===== src/rtl/polyphase_sched_if.sv =====
// polyphase_sched_if: handshake bundle around the polyphase scheduler
// master (scheduler side) drives: req_in, shift_en, start, phase, req_out, out_cnt
// slave (environment side) drives: run, ack_in, done, ack_out
interface polyphase_sched_if #(
    parameter int L_LOG = 8
);
    logic run;
    logic req_in;
    logic ack_in;
    logic shift_en;
    logic start;
    logic [L_LOG-1:0] phase;
    logic done;
    logic req_out;
    logic ack_out;
    logic [15:0] out_cnt;
    modport master(
        input run, ack_in, done, ack_out,
        output req_in, shift_en, start, phase, req_out, out_cnt
    );
    modport slave(
        output run, ack_in, done, ack_out,
        input req_in, shift_en, start, phase, req_out, out_cnt
    );
endinterface


===== src/rtl/polyphase_sched.sv =====
// polyphase_sched: L/M rational-rate polyphase scheduler (input fetch, branch select, output handshake)
// clk, rst      : rising-edge clock, synchronous active-high reset
// bus (master)  : run in; req_in/ack_in upstream sample handshake; shift_en, start, phase to datapath;
//                 done from datapath; req_out/ack_out downstream handshake; out_cnt completed outputs
module polyphase_sched #(
    parameter int L = 160,
    parameter int L_LOG = 8,
    parameter int M = 147
) (
    input logic clk,
    input logic rst,
    polyphase_sched_if.master bus
);
    typedef enum logic [2:0] {ADVANCE, FETCH, START, WAIT, OUT} state_t;
    localparam logic [L_LOG:0] L_A = (L_LOG+1)'(L);
    localparam logic [L_LOG:0] M_A = (L_LOG+1)'(M);
    state_t state_q, state_d;
    // One extra bit so acc+M cannot overflow; acc >= L means an input sample is still owed.
    logic [L_LOG:0] acc_q, acc_d;
    logic req_in_q, req_in_d;
    logic shift_en_q, shift_en_d;
    logic start_q, start_d;
    logic [L_LOG-1:0] phase_q, phase_d;
    logic req_out_q, req_out_d;
    logic [15:0] out_cnt_q, out_cnt_d;
    always_comb begin
        state_d = state_q;
        acc_d = acc_q;
        req_in_d = req_in_q;
        shift_en_d = 1'b0;
        start_d = 1'b0;
        phase_d = phase_q;
        req_out_d = req_out_q;
        out_cnt_d = out_cnt_q;
        unique case (state_q)
            ADVANCE: begin
                // Owed fetches take priority and ignore run, so the block only idles when caught up.
                if (acc_q >= L_A) begin
                    acc_d = acc_q - L_A;
                    req_in_d = 1'b1;
                    state_d = FETCH;
                end else if (bus.run) begin
                    start_d = 1'b1;
                    phase_d = acc_q[L_LOG-1:0];
                    state_d = START;
                end
            end
            FETCH: begin
                if (bus.ack_in) begin
                    req_in_d = 1'b0;
                    shift_en_d = 1'b1;
                    state_d = ADVANCE;
                end
            end
            START: state_d = WAIT;
            WAIT: begin
                if (bus.done) begin
                    req_out_d = 1'b1;
                    state_d = OUT;
                end
            end
            OUT: begin
                if (bus.ack_out) begin
                    req_out_d = 1'b0;
                    acc_d = acc_q + M_A;
                    out_cnt_d = out_cnt_q + 16'd1;
                    state_d = ADVANCE;
                end
            end
            default: state_d = ADVANCE;
        endcase
    end
    always_ff @(posedge clk) begin
        if (rst) begin
            state_q <= ADVANCE;
            acc_q <= L_A;
            req_in_q <= 1'b0;
            shift_en_q <= 1'b0;
            start_q <= 1'b0;
            phase_q <= '0;
            req_out_q <= 1'b0;
            out_cnt_q <= '0;
        end else begin
            state_q <= state_d;
            acc_q <= acc_d;
            req_in_q <= req_in_d;
            shift_en_q <= shift_en_d;
            start_q <= start_d;
            phase_q <= phase_d;
            req_out_q <= req_out_d;
            out_cnt_q <= out_cnt_d;
        end
    end
    assign bus.req_in = req_in_q;
    assign bus.shift_en = shift_en_q;
    assign bus.start = start_q;
    assign bus.phase = phase_q;
    assign bus.req_out = req_out_q;
    assign bus.out_cnt = out_cnt_q;
endmodule


===== src/flat_wrapper.sv =====
// flat-port wrapper written by rule: the top's interface ports become plain ports
module polyphase_sched_flat 
#(
    parameter int L = 160,
    parameter int L_LOG = 8,
    parameter int M = 147
)
  (clk, rst, bus_run, bus_ack_in, bus_done, bus_ack_out, bus_req_in, bus_shift_en, bus_start, bus_phase, bus_req_out, bus_out_cnt);
  polyphase_sched_if #(.L_LOG(L_LOG)) bus_i ();
  input logic clk;
  input logic rst;
  input wire logic [$bits(bus_i.run)-1:0] bus_run;
  input wire logic [$bits(bus_i.ack_in)-1:0] bus_ack_in;
  input wire logic [$bits(bus_i.done)-1:0] bus_done;
  input wire logic [$bits(bus_i.ack_out)-1:0] bus_ack_out;
  output wire logic [$bits(bus_i.req_in)-1:0] bus_req_in;
  output wire logic [$bits(bus_i.shift_en)-1:0] bus_shift_en;
  output wire logic [$bits(bus_i.start)-1:0] bus_start;
  output wire logic [$bits(bus_i.phase)-1:0] bus_phase;
  output wire logic [$bits(bus_i.req_out)-1:0] bus_req_out;
  output wire logic [$bits(bus_i.out_cnt)-1:0] bus_out_cnt;
  assign bus_i.run = bus_run;
  assign bus_i.ack_in = bus_ack_in;
  assign bus_i.done = bus_done;
  assign bus_i.ack_out = bus_ack_out;
  assign bus_req_in = bus_i.req_in;
  assign bus_shift_en = bus_i.shift_en;
  assign bus_start = bus_i.start;
  assign bus_phase = bus_i.phase;
  assign bus_req_out = bus_i.req_out;
  assign bus_out_cnt = bus_i.out_cnt;
  polyphase_sched #(.L(L), .L_LOG(L_LOG), .M(M)) u_core (.clk(clk), .rst(rst), .bus(bus_i));
endmodule

===== config.mk =====
export PLATFORM = sky130hd
export DESIGN_NAME = polyphase_sched_flat
export DESIGN_NICKNAME = d
export VERILOG_FILES = /design/src/rtl/polyphase_sched_if.sv /design/src/rtl/polyphase_sched.sv /design/src/flat_wrapper.sv
export SDC_FILE = /design/constraint.sdc
export NUM_CORES = 1
export LEC_CHECK = 0
export CAP_MARGIN = 20
export CORE_MARGIN = 8
export CORE_UTILIZATION = 55
export DETAILED_ROUTE_END_ITERATION = 6
export PLACE_DENSITY = 0.83
export SETUP_SLACK_MARGIN = 0.2
export SLEW_MARGIN = 20
export SYNTH_ARGS = -nofsm -noshare
export SYNTH_HDL_FRONTEND = slang
export SYNTH_SLANG_ARGS = --single-unit

===== constraint.sdc =====
create_clock -name clk -period 4.6 [get_ports clk]
set_clock_uncertainty 0.1 [all_clocks]
set_input_delay 0.46 -clock clk [delete_from_list [all_inputs] [get_ports clk]]
set_output_delay 0.46 -clock clk [all_outputs]
set_load 0.01 [all_outputs]

==> impl_results.md <==
- Non-Filler Instances: 286
- Setup crit start kind: flip-flop
- RSZ-0062 raised after global routing: false
- Max VDD drop: 0.2580 mV
- Hold-fix buffers, CTS: 0
- Initial Utilization: 56.22%
- Avg Cell Area, Syn: 8.723 sq um
- Worst path slowest cell: and3_1
- Worst hold start: u_core.bus.req_in
- Clock power frac: 26.9%
- Synth Area in XOR/XNOR: 5.738%
- PwrDens: 378.6 nW/um^2
- CP max stage delay: 0.58 ns
- Reg-to-reg endpoint: u_core.bus.phase[2]
- Die Wd: 73.71 um
- I/O pins: 34
- Seq pwr share: 48.4%
- Sink Count: 40
- Synth Register Bits: 40
- Post-route ant nets: 0
- Post-CTS sizing: 0
- Synth area leaders: dfxtp_1 44%, nor2_1 7.0%, mux2i_1 5.5%, xor2_1 3.8%, ha_1 3.4%
- Hold endpoint: u_core.bus.req_in
- Met1 usage: 17.81%
- Most used flip-flop cell after synthesis: dfxtp_1
- Comb pwr share: 24.7%
- CP Buf/Inv Count: 1
- Worst min path class: flip-flop to flip-flop
- Root Driver: clkbuf_4
- Drt total wl: 3754 um
- Worst Reg2Reg Path Length in Cells: 7
- GRT Util Overall: 14.48%
- Area share of fa/ha/maj cells after synthesis: 3.415%
- GR Overflow Total: 0
- R2R setup slack: 2.28 ns
- Worst Setup Path Type: flip-flop to flip-flop
- Skew-Pair Late Insertion Delay: 0.36 ns
- Final setup fails: 0
- Synth Area in Simple Gates: 24.39%
- Iter 0 DRT Violations: 163
- Ys async rst share: 0%
- Die height: 73.71 um
- Seq. cell area: 800.8 sq um
- Synthesized Nets: 221
- P_sw: 252.8 uW
- Synth cell types: 34
- Most used routing layer: met2
- Min-Delay Path Depth: 1
- Multiplexer share of the synthesized area: 6.079%
- Fin util: 68.93%
- Routed vias: 1562
- Fin crit period: 2.325 ns
- Core area: 3258 sq um
- Met2 Usage GRT: 21.95%
- Hold Vio Cnt, Final: 0
- Tightest Pin Transition: 0.5447 ns
- Share of cells above drive strength 1: 5.417%
- IO Port Bufs: 33
- Htree depth: 2
- Cell Chain, Critical Path: inv_1 -> ha_1 -> nor4b_1 -> a221oi_2 -> and3_1 -> mux2i_1 -> nor2_1
- Outcome: complete, no violations
- Cells after Synth: 210
- # DRC: 0
- Top cell type's share of synthesized area: 43.72%
- Fin Setup TNS: 0 ns
- Filler cells: 291
- Pins Over Slew Limit: 0
- Dpl hpwl: 2658 um
- Pin count of the biggest net entering global routing: 45
- P_int: 597.5 uW
- F_max: 0.4302 GHz
- Via/cell ratio: 5.462
- Vias in the first global route: 1455
- Area leader, netlist: dfxtp_1
- Max clock buf depth: 2
- Maxcap violations: 0
- Tcrit/Tclk final: 50.53%
- Syn Std Cell Area: 1832 sq um
- Delay-heaviest family, CP: simple AND/OR/NAND/NOR gates
- Relative slew slack: 63.69%
- Crit Path Max Fanout: 9
- # nets final: 250
- Setup bufs post-CTS: 0
- Post-synthesis sequential area ratio: 43.72%
- Antenna violations before repair: 0
- Largest family of logic cells by synthesized area: simple AND/OR/NAND/NOR gates
- Compound-Gate Fraction of Synth Area: 12.30%
- Die Area: 5433 sq um
- Sw frac: 29.73%
- DR WL/cell: 13.13 um
- Worst reg2reg startpoint: u_core.acc_q[0]
- Number of enable flip-flop cells after synthesis: 0
- GR met3 Demand/Resource: 3.683%
- Area of the multi-input gates: 950.9 sq um
- Drt pass-1 iters: 4
- Endpoint type of the worst setup path: flip-flop
- Num rows: 21
- Total CTS buffers: 5
- Placed cell count: 278
- Global-route wire length before repair: 6127 um
- Pleak: 0.0007914 uW
- Ant diodes: 0
- Worst EP required: 4.74 ns
- Worst-path clk slew: 0.12 ns
- Warnings, synthesis: 0
- GPL Wtd Cong: 0.7725
- P&R area growth vs syn: 22.61%
- CTS tree: yes
- Critical path arrival: 2.46 ns
[power groups by stage]
stage	clock, uW	sequential (uW)	combinational [uW]
final	229	412	210
after global routing	247	418	230
after CTS	232	411	210
after detailed placement	0	419	209
after global placement	0	419	204
after floorplan	0	407	167
[worst max-delay path by stage]
stage | end | slack (ns) | startpoint | cells after the start
2_1_floorplan | u_core.bus.phase[7] | 2.68 | u_core.acc_q[0] | 8
3_3_place_gp | u_core.bus.out_cnt[9] | 2.12 | bus_ack_out | 5
3_5_place_dp | u_core.bus.out_cnt[13] | 2.02 | bus_ack_out | 5
4_1_cts | u_core.bus.phase[2] | 2.25 | u_core.acc_q[0] | 7
5_1_grt | u_core.bus.phase[5] | 2.11 | u_core.acc_q[0] | 7
6_report | u_core.bus.phase[2] | 2.28 | u_core.acc_q[0] | 7
[synth_stat cells, drive strengths merged (2+ instances only)]
library cell and number:
inv 6, nor3 4, and3b 2, clkbuf 6
nand3 4, and4 2, buf 6, nor2 34
nor3b 3, a21oi 10, and3 3, xnor2 4
nor2b 5, dfxtp 40, or3 8, xor2 8
mux2i 10, a31oi 7, a211oi 4, o21a 3
o21ai 11, nand2 13, ha 5, nand4 4
[registers in the layout, summed over array words and instances (netlist names)]
register	flops
u_core.acc_q	9
u_core.bus.shift_en	1
u_core.bus.phase	8
u_core.bus.out_cnt	16
u_core.bus.start	1
u_core.bus.req_in	1
u_core.state_q	3
u_core.bus.req_out	1
[cell families (layout without fill, tap and decap cells)]
group,Yosys count,in the layout
AND/OR/NAND/NOR,87,87
flip-flops,40,40
AO/OA/AOI/OAI,37,37
buffers and inverters,18,48
XOR/XNOR,12,12
multiplexers,11,11
adder cells (fa/ha/maj),5,5
[final cells by class]
class / instances / share of cell area, %
Multi-Input combinational cell: 152 / 42.34
Inverter: 6 / 1.003
Clock buffer: 6 / 1.838
Timing Repair Buffer: 34 / 15.04
Clock inverter: 2 / 1.560
Sequential cell: 40 / 35.65
Tap cell: 46 / 2.563
[worst reg2reg max path, cell delays in order (launching register included)]
cell and delay (ns):
dfxtp_1 0.40, inv_1 0.08, ha_1 0.20, nor4b_1 0.15, a221oi_2 0.39, and3_1 0.58
mux2i_1 0.26, nor2_1 0.05
[cells in the final DEF (no fill, tap or decap)]
master	n
nand4_1	4
dfxtp_1	40
clkinv_2	1
mux2i_1	10
o21a_1	3
or3_1	8
bufinv_16	1
nor3b_1	2
mux2_2	1
nand2b_1	1
nor2b_1	5
ha_1	5
xor2_1	8
and3b_1	2
inv_1	6
o32ai_1	1
nor3_1	4
a31oi_1	7
or3b_2	1
nand3_1	4
clkdlybuf4s50_1	33
nor2_1	34
a221oi_2	1
buf_4	1
o21ai_0	11
nor3b_2	1
a211oi_1	4
nor4b_1	1
and4bb_1	1
a21oi_1	10
nand2_1	13
clkbuf_4	5
clkbuf_1	1
xnor2_1	4
and3_1	3
and4_1	2
or2_2	1
[metal layers]
metal	part of all wire, %	up-vias	wire [um]
met5	0	-	0
met4	2.3	0	85
met3	3.9	9	147
met2	45	34	1698
met1	49	733	1823
li1	-	786	-
[through the flow]
| stage | setup WS, ns | power, uW | cell area (sq um) | hold slack, ns |
|---|---|---|---|---|
| global placement | 2.118 | 623.1 | 2170 | 0.3478 |
| floorplan | 2.680 | 574.0 | 1832 | 0.3881 |
| global route | 2.113 | 895.1 | 2246 | 0.4030 |
| detailed placement | 2.024 | 627.8 | 2170 | 0.3537 |
| finish | 2.275 | 850.3 | 2246 | 0.3771 |
| CTS | 2.253 | 852.9 | 2246 | 0.3819 |
Power figures use the tool's default switching activity.
